`config.mk`:
```
export PLATFORM = sky130hd
export DESIGN_NAME = regfile_write_arbiter
export DESIGN_NICKNAME = d
export VERILOG_FILES = /design/src/rtl/regfile_write_arbiter.sv
export SDC_FILE = /design/constraint.sdc
export NUM_CORES = 1
export LEC_CHECK = 0
export ABC_AREA = 1
export BUFFER_PORTS_ARGS = -buffer_cell sky130_fd_sc_hd__buf_2
export CORE_ASPECT_RATIO = 0.5
export CORE_UTILIZATION = 49
export DETAILED_ROUTE_END_ITERATION = 7
export PLACE_DENSITY = 0.75
export SLEW_MARGIN = 10
export SYNTH_ARGS = -nofsm -noshare
export SYNTH_HDL_FRONTEND = slang
export SYNTH_SLANG_ARGS = --single-unit
```
`constraint.sdc`:
```
create_clock -name clock -period 4.6 [get_ports clock]
set_input_delay 0.46 -clock clock [delete_from_list [all_inputs] [get_ports clock]]
set_output_delay 0.46 -clock clock [all_outputs]
set_load 0.02 [all_outputs]
```
`src/rtl/regfile_write_arbiter.sv`:
```
`default_nettype none
// ============================================================================
// Module   : regfile_write_arbiter
// Purpose  : Shares the single register-file write port between two writeback
//            requesters (0 = ALU, 1 = load / multi-cycle unit). Each requester
//            owns a one-entry holding buffer with a valid/ready handshake. One
//            buffered write is granted per cycle into a registered output stage
//            that drives the register file. Pending-write flags let the hazard
//            logic stall reads of registers that have not been written yet.
// Ports    : clock, reset             - rising-edge clock, async active-high reset
//            reqN_valid/ready/reg/data - requester N handshake and write payload
//            reg_write, write_register, write_data - registered write port
//            read_register_1/2        - source indices being decoded
//            pending_1/2              - source index has a write in flight
//            conflict                 - pulse: both buffers held same nonzero index
// Config   : REGFILE_ARB_RR_EN defined   -> round-robin on ties
//            REGFILE_ARB_RR_EN undefined -> requester 0 always wins ties
// Revision : 1.0 - initial release
// ============================================================================
module regfile_write_arbiter (
  input  logic        clock,
  input  logic        reset,
  input  logic        req0_valid,
  output logic        req0_ready,
  input  logic [4:0]  req0_reg,
  input  logic [31:0] req0_data,
  input  logic        req1_valid,
  output logic        req1_ready,
  input  logic [4:0]  req1_reg,
  input  logic [31:0] req1_data,
  output logic        reg_write,
  output logic [4:0]  write_register,
  output logic [31:0] write_data,
  input  logic [4:0]  read_register_1,
  input  logic [4:0]  read_register_2,
  output logic        pending_1,
  output logic        pending_2,
  output logic        conflict
);

  localparam logic [4:0] c_zero_reg = 5'd0;

  // Holding buffers
  logic        r_buf_valid_0;
  logic [4:0]  r_buf_reg_0;
  logic [31:0] r_buf_data_0;
  logic        r_buf_valid_1;
  logic [4:0]  r_buf_reg_1;
  logic [31:0] r_buf_data_1;

  // Output stage and arbitration history
  logic        r_reg_write;
  logic [4:0]  r_write_register;
  logic [31:0] r_write_data;
  logic        r_conflict;
  logic        r_last_grant;

  logic        w_tie_to_0;
  logic        w_grant_0;
  logic        w_grant_1;
  logic        w_any_grant;
  logic        w_load_0;
  logic        w_load_1;
  logic        w_same_reg;
  logic [4:0]  w_win_reg;
  logic [31:0] w_win_data;

`ifdef REGFILE_ARB_RR_EN
  // last_grant == 1 means requester 1 went last, so requester 0 takes the tie.
  assign w_tie_to_0 = r_last_grant;
`else
  // Fixed priority: requester 0 always takes the tie. The pointer is folded in
  // only so it stays a live register; it never changes the decision.
  assign w_tie_to_0 = r_last_grant | 1'b1;
`endif

  assign w_grant_0   = r_buf_valid_0 && (!r_buf_valid_1 || w_tie_to_0);
  assign w_grant_1   = r_buf_valid_1 && !w_grant_0;
  assign w_any_grant = w_grant_0 || w_grant_1;

  // Ready depends only on buffer state, so a granted buffer can reload on the
  // same edge and a single requester sustains one write per cycle.
  assign req0_ready = !r_buf_valid_0 || w_grant_0;
  assign req1_ready = !r_buf_valid_1 || w_grant_1;
  assign w_load_0   = req0_valid && req0_ready;
  assign w_load_1   = req1_valid && req1_ready;

  assign w_win_reg  = w_grant_1 ? r_buf_reg_1  : r_buf_reg_0;
  assign w_win_data = w_grant_1 ? r_buf_data_1 : r_buf_data_0;

  // Both buffers valid always implies a grant this cycle.
  assign w_same_reg = r_buf_valid_0 && r_buf_valid_1 &&
                      (r_buf_reg_0 == r_buf_reg_1) && (r_buf_reg_0 != c_zero_reg);

  always_ff @(posedge clock or posedge reset) begin
    if (reset) begin
      r_buf_valid_0 <= 1'b0;
      r_buf_reg_0   <= 5'd0;
      r_buf_data_0  <= 32'd0;
      r_buf_valid_1 <= 1'b0;
      r_buf_reg_1   <= 5'd0;
      r_buf_data_1  <= 32'd0;
    end else begin
      if (w_load_0) begin
        r_buf_valid_0 <= 1'b1;
        r_buf_reg_0   <= req0_reg;
        r_buf_data_0  <= req0_data;
      end else if (w_grant_0) begin
        r_buf_valid_0 <= 1'b0;
      end
      if (w_load_1) begin
        r_buf_valid_1 <= 1'b1;
        r_buf_reg_1   <= req1_reg;
        r_buf_data_1  <= req1_data;
      end else if (w_grant_1) begin
        r_buf_valid_1 <= 1'b0;
      end
    end
  end

  always_ff @(posedge clock or posedge reset) begin
    if (reset) begin
      r_reg_write      <= 1'b0;
      r_write_register <= 5'd0;
      r_write_data     <= 32'd0;
      r_conflict       <= 1'b0;
      r_last_grant     <= 1'b1;
    end else begin
      r_conflict <= w_same_reg;
      if (w_any_grant) begin
        // A write to $zero is consumed here but never reaches the file.
        r_reg_write      <= (w_win_reg != c_zero_reg);
        r_write_register <= w_win_reg;
        r_write_data     <= w_win_data;
        r_last_grant     <= w_grant_1;
      end else begin
        r_reg_write <= 1'b0;
      end
    end
  end

  assign reg_write      = r_reg_write;
  assign write_register = r_write_register;
  assign write_data     = r_write_data;
  assign conflict       = r_conflict;

  function automatic logic in_flight(input logic [4:0] idx);
    in_flight = (idx != c_zero_reg) &&
                ((r_buf_valid_0 && (r_buf_reg_0 == idx)) ||
                 (r_buf_valid_1 && (r_buf_reg_1 == idx)) ||
                 (r_reg_write   && (r_write_register == idx)));
  endfunction

  assign pending_1 = in_flight(read_register_1);
  assign pending_2 = in_flight(read_register_2);

endmodule
`default_nettype wire

```
# Word level (Yosys, flattened, before mapping)
# Index checks and enable logic that the tools add are counted.
# op_classes
eq_ne	7
mux	6
reduce_logical	26
# ops
cell	count
$eq 5x5->1	7
$mux 32	1
$reduce_bool 5->1	4
$logic_and 1x1->1	13
$logic_or 1x1->1	6
$mux 5	1
$mux 1	4
$logic_not 1->1	2
$reduce_bool 2->1	1
# totals
out_inout_bits	43
inputBits	88
ff_bits	115

# Longest topological paths before layout
# Gate-level depths: netlist of run 1.
# logic_depth
ltp_word	5
ltp_mapped	10

# Least setup slack after synthesis of run 1
# OpenSTA, ideal clock, no wires.
# synth_path
path_kind	reg2out
start	register r_write_register[0] (netlist: write_register[0])
end	output port pending_1
arrival_ns	1.056
n_path_buf	0
t_required_ns	4.140
path_slack_ns	3.084
stages_incl_launch_ff	9
cell_sequence	dfrtp_1 inv_1 nand2_1 o21ai_0 nor2_1 nand3_1 nand3_1 nand2_1 inv_1
# synth_via
elab_chain_cells	4
# synth_lines
element	line_no	rtl
start, declared	53	logic [4:0] r_write_register;
start signal, assigned	133	r_write_register <= w_win_reg;
$eq 5x5->1	151	(r_reg_write && (r_write_register == idx)));
$logic_and 1x1->1	151	
$logic_or 1x1->1	150	(r_buf_valid_1 && (r_buf_reg_1 == idx)) ||
$logic_and 1x1->1	148	in_flight = (idx != c_zero_reg) &&
end, declared	36	output logic pending_1,
# Every way passes these cells.

# Final worst setup path of run 1
# layout_path
start	register r_buf_valid_0
end	output port pending_2
# layout_via
elab_chain_cells	4
# layout_lines
element	line_no	rtl
start, declared	44	logic r_buf_valid_0;
start signal, assigned	97	r_buf_valid_0 <= 1'b0;
start signal, assigned	105	r_buf_valid_0 <= 1'b1;
start signal, assigned	109	r_buf_valid_0 <= 1'b0;
$logic_and 1x1->1	149	((r_buf_valid_0 && (r_buf_reg_0 == idx)) ||
$logic_or 1x1->1	149	
$logic_or 1x1->1	150	
$logic_and 1x1->1	148	
end, declared	37	output logic pending_2,
# Every way passes these cells.

==> run metrics, run 1 <==
crit end category output port; max-slew violations 0; fin crit period 2.53 ns; Max Fclk 395 MHz; Post-synth EDFFs 0; fin crit share 55.1%; clock sinks 115; Ys Warns 0; crit-path max FO 20; row cnt 26; max_cap viols 0; Slew HR 24.6%; die area 11200 um^2; H-tree levels 4; Ports approximately 130; Antenna diodes 0; largest net degree at the start of global routing 85; clock group share of total power 44.3%; CTS max path bufs 2; worst slew pin tran around 1.1 ns; Detail Placement HPWL roughly 8.5 mm; post-route cell area 6590 um^2; Fillers 882; cell family contributing the most delay on the critical path flip-flops; Top FF cell, synth dfrtp_1; final wirelength 13.0 mm; unrepaired setup endpoints after global routing false; root buf cell clkbuf_16; PostCTS Resize Cnt 0; vias in the first global route ~4200; Cells after Synth 555; Internal Pwr Total 2290 uW; Worst Skew 0.00789 ns; Peak VDD IR 350 uV; # setup viols final 0; cell taking the most area after synthesis dfrtp_1; Setup TNS 0 ns; PnR worst setup slack 2.07 ns; CP Cell Sequence nand2_1 -> nor2_1 -> nand3_1 -> nand3_1 -> nand2_1 -> inv_1 -> buf_2; synth unique cells 29; Comb pwr share between 10% and 20%; critical path type register to output port; Avg Vias per Cell about 5.1; crit path max-delay cell type dfrtp_1; worst path required time 4.14 ns; Port-buffer cells 129; dominant cells by area after synthesis dfrtp_1 55%, nand2_1 13%, mux2_4 8.3%; Net Sw Frac 27.5%; GRT Util Overall 24.4%; Initial Util 51.0%; beginning of the worst register-to-register path r_buf_valid_0$_DFF_PP0_; part of the Yosys area used for sequential elements 54.5%; first-pass GRT wire length 20.4 mm; aggregate global routing overflow 0; First DRT Iteration DRCs slightly above 300; Die Span X between 100 and 150 um; # hold bufs at CTS 0; postcts setup bufs 0; static leakage 0.00347 uW; final hold vios 0; Die Y ~75 um; Placed Area 5960 um^2; residual DRC count 0; Post-Syn Area 5280 um^2; routed via count 4276; critical path launch point type register; area grow syn2layout 24.9%; initial antenna violation count 0; Mean Syn Cell Area 9.51 um^2; top-area cell type share of the netlist area 54.5%; clk_lat worst skew 0.41 ns; multi-input logic area 2040 um^2; First-pass DRT Iterations 5; Sequential Power Share 39.4%; Syn Nets 643; Num CTS Buffers 17; ys async rst share 100%; TritonCTS clock tree yes; share of layout cells above drive strength 1 30.3%; register area 2880 um^2; Cell Pwr Density 479 nW/um^2; outcome complete, no violations; routed len/inst approximately 15 um; core area 10300 um^2; Buf/Inv on CP 2; hold_sp req0_data[21]; pre-CTS setup slack 2.41 ns; Psw 870 uW; final core occ 63.7%; Critical Path AT just over 2 ns; beginning of the critical path r_buf_valid_0$_DFF_PP0_; GPL Wtd Cong approximately 0.97; Final nets 771; worst min path class input port to register; CP max stage delay between 0.9 and 1 ns; Synth Register Bits 115; Final ANT Viol Nets 0; Power Total approximately 3200 uW; Worst-path clk slew 0.05 ns
per-layer routing:
layer  routed length [um]  track usage (%)  vias up  part of all wire, %
li1                     -                -     2050                    -
met4                  227             10.3        0                  1.8
met3                  732             5.75       20                  5.7
met2                 6310             41.3      136                   49
met1                 5680             30.9     2070                   44
met5                    0                0        -                    0
registers in the layout, summed over array words and instances, names as in the netlist:
signal and flops:
r_buf_data_0 32, write_data 32, r_buf_valid_0 1, r_buf_valid_1 1, write_register 5, reg_write 1, r_buf_data_1 32, r_buf_reg_1 5
conflict 1, r_buf_reg_0 5
layout by cell type (no fill, tap or decap), drive strengths merged, types with 15 or more instances in the layout:
cell    Yosys  layout
o21ai      39      39
a22oi      15      15
o211ai     17      17
mux2       41      41
inv        55      55
dfrtp     115     115
nor2       36      36
buf        16     130
clkbuf      5      19
nand2     189     189
synth_stat cells, types with 7 or more instances:
library cell	n
nand3_1	11
nor2_1	35
buf_2	8
o21ai_0	34
mux2_2	12
inv_1	53
o211ai_1	17
dfrtp_1	115
nand2_1	186
a22oi_1	15
a21oi_1	7
mux2_4	29
power by group through the flow:
stage,Combinational (uW),Clock (uW),Sequential (uW)
after global routing,572,1450,1260
after floorplan,300,0,1290
final,515,1400,1240
after CTS,519,1410,1240
after global placement,503,0,1250
after detailed placement,515,0,1250
cells by family (layout without fill, tap and decap cells):
| group | count (synthesis) | after routing | share of synthesized area (%) |
|---|---|---|---|
| compound gates | 81 | 81 | 9.34 |
| mux | 41 | 41 | 10.8 |
| other cells | 1 | 1 | 0.0711 |
| simple gates | 240 | 240 | 18.2 |
| xor+xnor | 1 | 1 | 0.166 |
| buf+inv | 76 | 217 | 6.90 |
| flops | 115 | 115 | 54.5 |
path summary, 6_finish.rpt:
check,endpoint,slack [ns],cells after the start
max reg2reg,write_register[0]$_DFFE_PP0P_,2.37,4
min,r_buf_data_0[21]$_DFFE_PP0P_,0.26,3
min reg2reg,write_data[29]$_DFFE_PP0P_,0.48,2
max in group asynchronous,r_buf_valid_0$_DFF_PP0_,3.29,3
min in group asynchronous,r_buf_data_1[30]$_DFFE_PP0P_,0.30,2
max,pending_2,2.07,7
area by class of cell:
class / count / area share, %
clock inverter: 13 / 2.77
multi-input combinational: 364 / 30.9
sequential: 115 / 43.7
inverter: 55 / 3.25
tap: 140 / 2.66
clock buffer: 19 / 6.87
timing repair buffer: 130 / 9.91
per-stage QoR:
| step | instances | hold WS (ns) |
|---|---|---|
| after CTS | 836 | 0.246 |
| after floorplan | 555 | 0.444 |
| after global routing | 836 | 0.269 |
| final | 836 | 0.256 |
| after global placement | 804 | 0.458 |
| after detailed placement | 804 | 0.470 |
worst register-to-register path: cells and delay by family (launching register included):
| kind | cells | cell delay [ns] |
|---|---|---|
| AOI/OAI and AO/OA | 1 | 0.07 |
| buffers and inverters | 1 | 0.31 |
| DFF | 1 | 0.74 |
| and+or+nand+nor | 2 | 1.00 |
Power figures use the tool's default switching activity.
==> inputs of run 2 (changes only) <==
Settings changed: ABC_AREA 1 to 0, CORE_UTILIZATION 49 to 48, PLACE_DENSITY 0.75 to 0.77.
Clock period 4.6 ns to 2.31 ns, I/O delays scaled along.
==> run metrics, run 2 <==
Buf/Inv on CP 1; area grow syn2layout 26.3%; Post-synth EDFFs 0; most frequent cells in the layout 129 x buf_2, 113 x dfrtp_1, 44 x mux2_2; part of the Yosys area used for sequential elements 55.4%; critical path launch point type register; aggregate global routing overflow 0; postcts setup bufs 0; Num CTS Buffers 17; unrepaired setup endpoints after global routing false; Slew HR roughly 62%; clock sinks 115; largest net degree at the start of global routing 104; Avg Vias per Cell 5.02; # hold bufs at CTS 1; final hold vios 0; initial antenna violation count 0; Syn Nets between 400 and 500; CTS max path bufs 2; Port-buffer cells 129; CP max stage delay 0.46 ns; CP Cell Sequence xor2_1 -> nor4_1 -> a32oi_1 -> a21oi_1 -> buf_2; Cells after Synth 400; crit-path max FO 7; H-tree levels 4; Top FF cell, synth dfrtp_1; residual DRC count 0; GRT Util Overall 20.7%; # setup viols final 0; worst slew pin tran 0.566 ns; fin crit share 88.5%; TritonCTS clock tree yes; PostCTS Resize Cnt 0; post-route cell area 6560 um^2; dominant cells by area after synthesis dfrtp_1 55%, mux2_2 9.5%, mux2_4 8.7%; outcome complete, no violations; worst path required time 2.08 ns; Peak VDD IR 463 uV; Detail Placement HPWL 7.42 mm; Ys Warns 0; Post-Syn Area 5190 um^2; static leakage between 0.003 and 0.004 uW; Final ANT Viol Nets 0; Setup TNS 0 ns; Fillers between 800 and 900; cell family contributing the most delay on the critical path flip-flops; GPL Wtd Cong 0.881; R2R setup slack 0.64 ns; die area around 11000 um^2; top-area cell type share of the netlist area 55.4%; Worst-path clk slew approximately 0.050 ns; ys async rst share 100%; max_cap viols 0; commonest non-fill, non-tap cell in the layout buf_2; First DRT Iteration DRCs 116; First-pass DRT Iterations 4; PnR worst setup slack about 0.26 ns; worst min path class input port to register; synth unique cells 28; Placed Area 5930 um^2; vias in the first global route 3444; Min Hold Slack 0.0563 ns; pre-CTS setup slack 0.652 ns; Power Total approximately 6000 uW; Mean Syn Cell Area 13.0 um^2; Final nets ~610; root buf cell clkbuf_16; cell with the most instances after synthesis dfrtp_1; Ports about 130; row cnt 26; Post-synth top cells 115 x dfrtp_1, 44 x mux2_2, 37 x mux2i_1, 37 x nand2_1, 37 x o21ai_0; Cell Pwr Density between 900 and 1000 nW/um^2; clk_lat worst skew 0.39 ns; first-pass GRT wire length ~17 mm; Die Y roughly 76 um; Initial Util 50.2%; routed len/inst between 15 and 20 um; Synth Register Bits 115; final wirelength roughly 11 mm; Antenna diodes 0; max-slew violations 0; crit path max-delay cell type dfrtp_1; core area slightly above 10000 um^2; routed via count between 3000 and 4000; Critical Path AT 1.81 ns; crit end category output port; fin crit period slightly above 2 ns; Max Fclk about 500 MHz; Die Span X about 150 um; share of layout cells above drive strength 1 about 46%; Worst Skew 0.00927 ns; critical path type register to output port; cell taking the most area after synthesis dfrtp_1
-- run 2: cell count changes in the layout (fill, tap and decap cells not counted), sizes merged, moves of 9 or more --
| cell | delta |
|---|---|
| mux2 | +33 |
| nor2 | -34 |
| mux2i | +37 |
| a22oi | -15 |
| xor2 | +24 |
| inv | -55 |
| xnor2 | +9 |
| o211ai | -17 |
| nand2 | -151 |
-- run 2: report_power, final --
part	internal [uW]	leakage (uW)	switching, uW	total, uW
logic	475	0.00155	470	945
registers	2280	0.00136	198	2470
clock network	1800	0.000292	915	2710
total	4550	0.00320	1580	6130
-- run 2: logic make-up (layout without fill, tap and decap cells) --
kind of cell,after synthesis,count (layout),synth area share (%)
compound gates,45,45,4.53
xor+xnor,34,34,5.74
buf+inv,34,171,3.42
flops,115,115,55.4
mux,111,111,25.3
other cells,1,1,0.0722
simple gates,60,60,5.47
-- run 2: area by class of cell --
cell class	instances	area, um^2	share of cell area [%]
Sequential cell	115	2880	43.9
Multi-Input combinational cell	251	2140	32.6
Timing Repair Buffer	138	741	11.3
Clock buffer	18	429	6.54
Clock inverter	14	188	2.86
Tap cell	140	175	2.67
Inverter	1	7.51	0.114
-- run 2: path summary, 6_finish.rpt --
path                                                endpoint  depth (start not counted)                    startpoint
worst max-delay path                               pending_1                          5    r_buf_reg_1[2]$_DFFE_PP0P_
max in group asynchronous          r_buf_valid_1$_DFFE_PP0P_                          4                         reset
worst min register to register    write_data[26]$_DFFE_PP0P_                          2  r_buf_data_0[26]$_DFFE_PP0P_
worst min-delay path               r_buf_valid_1$_DFFE_PP0P_                          2                    req1_valid
min in group asynchronous       r_buf_data_0[25]$_DFFE_PP0P_                          3                         reset
worst max register to register    write_data[23]$_DFFE_PP0P_                          4     r_buf_valid_1$_DFFE_PP0P_
-- run 2: layer usage --
layer	up-vias	part of all wire, %	track usage (%)
met5	-	0	0
met2	71	50	36.1
met3	4	3.5	5.33
met1	1700	46	26.2
li1	1625	-	-
met4	0	0.52	5.22
-- run 2: through the flow --
stage	utilization (%)	cells
2_1_floorplan	-	400
3_3_place_gp	57.3	644
3_5_place_dp	57.3	644
4_1_cts	63.4	677
5_1_grt	63.4	677
6_report	63.4	677
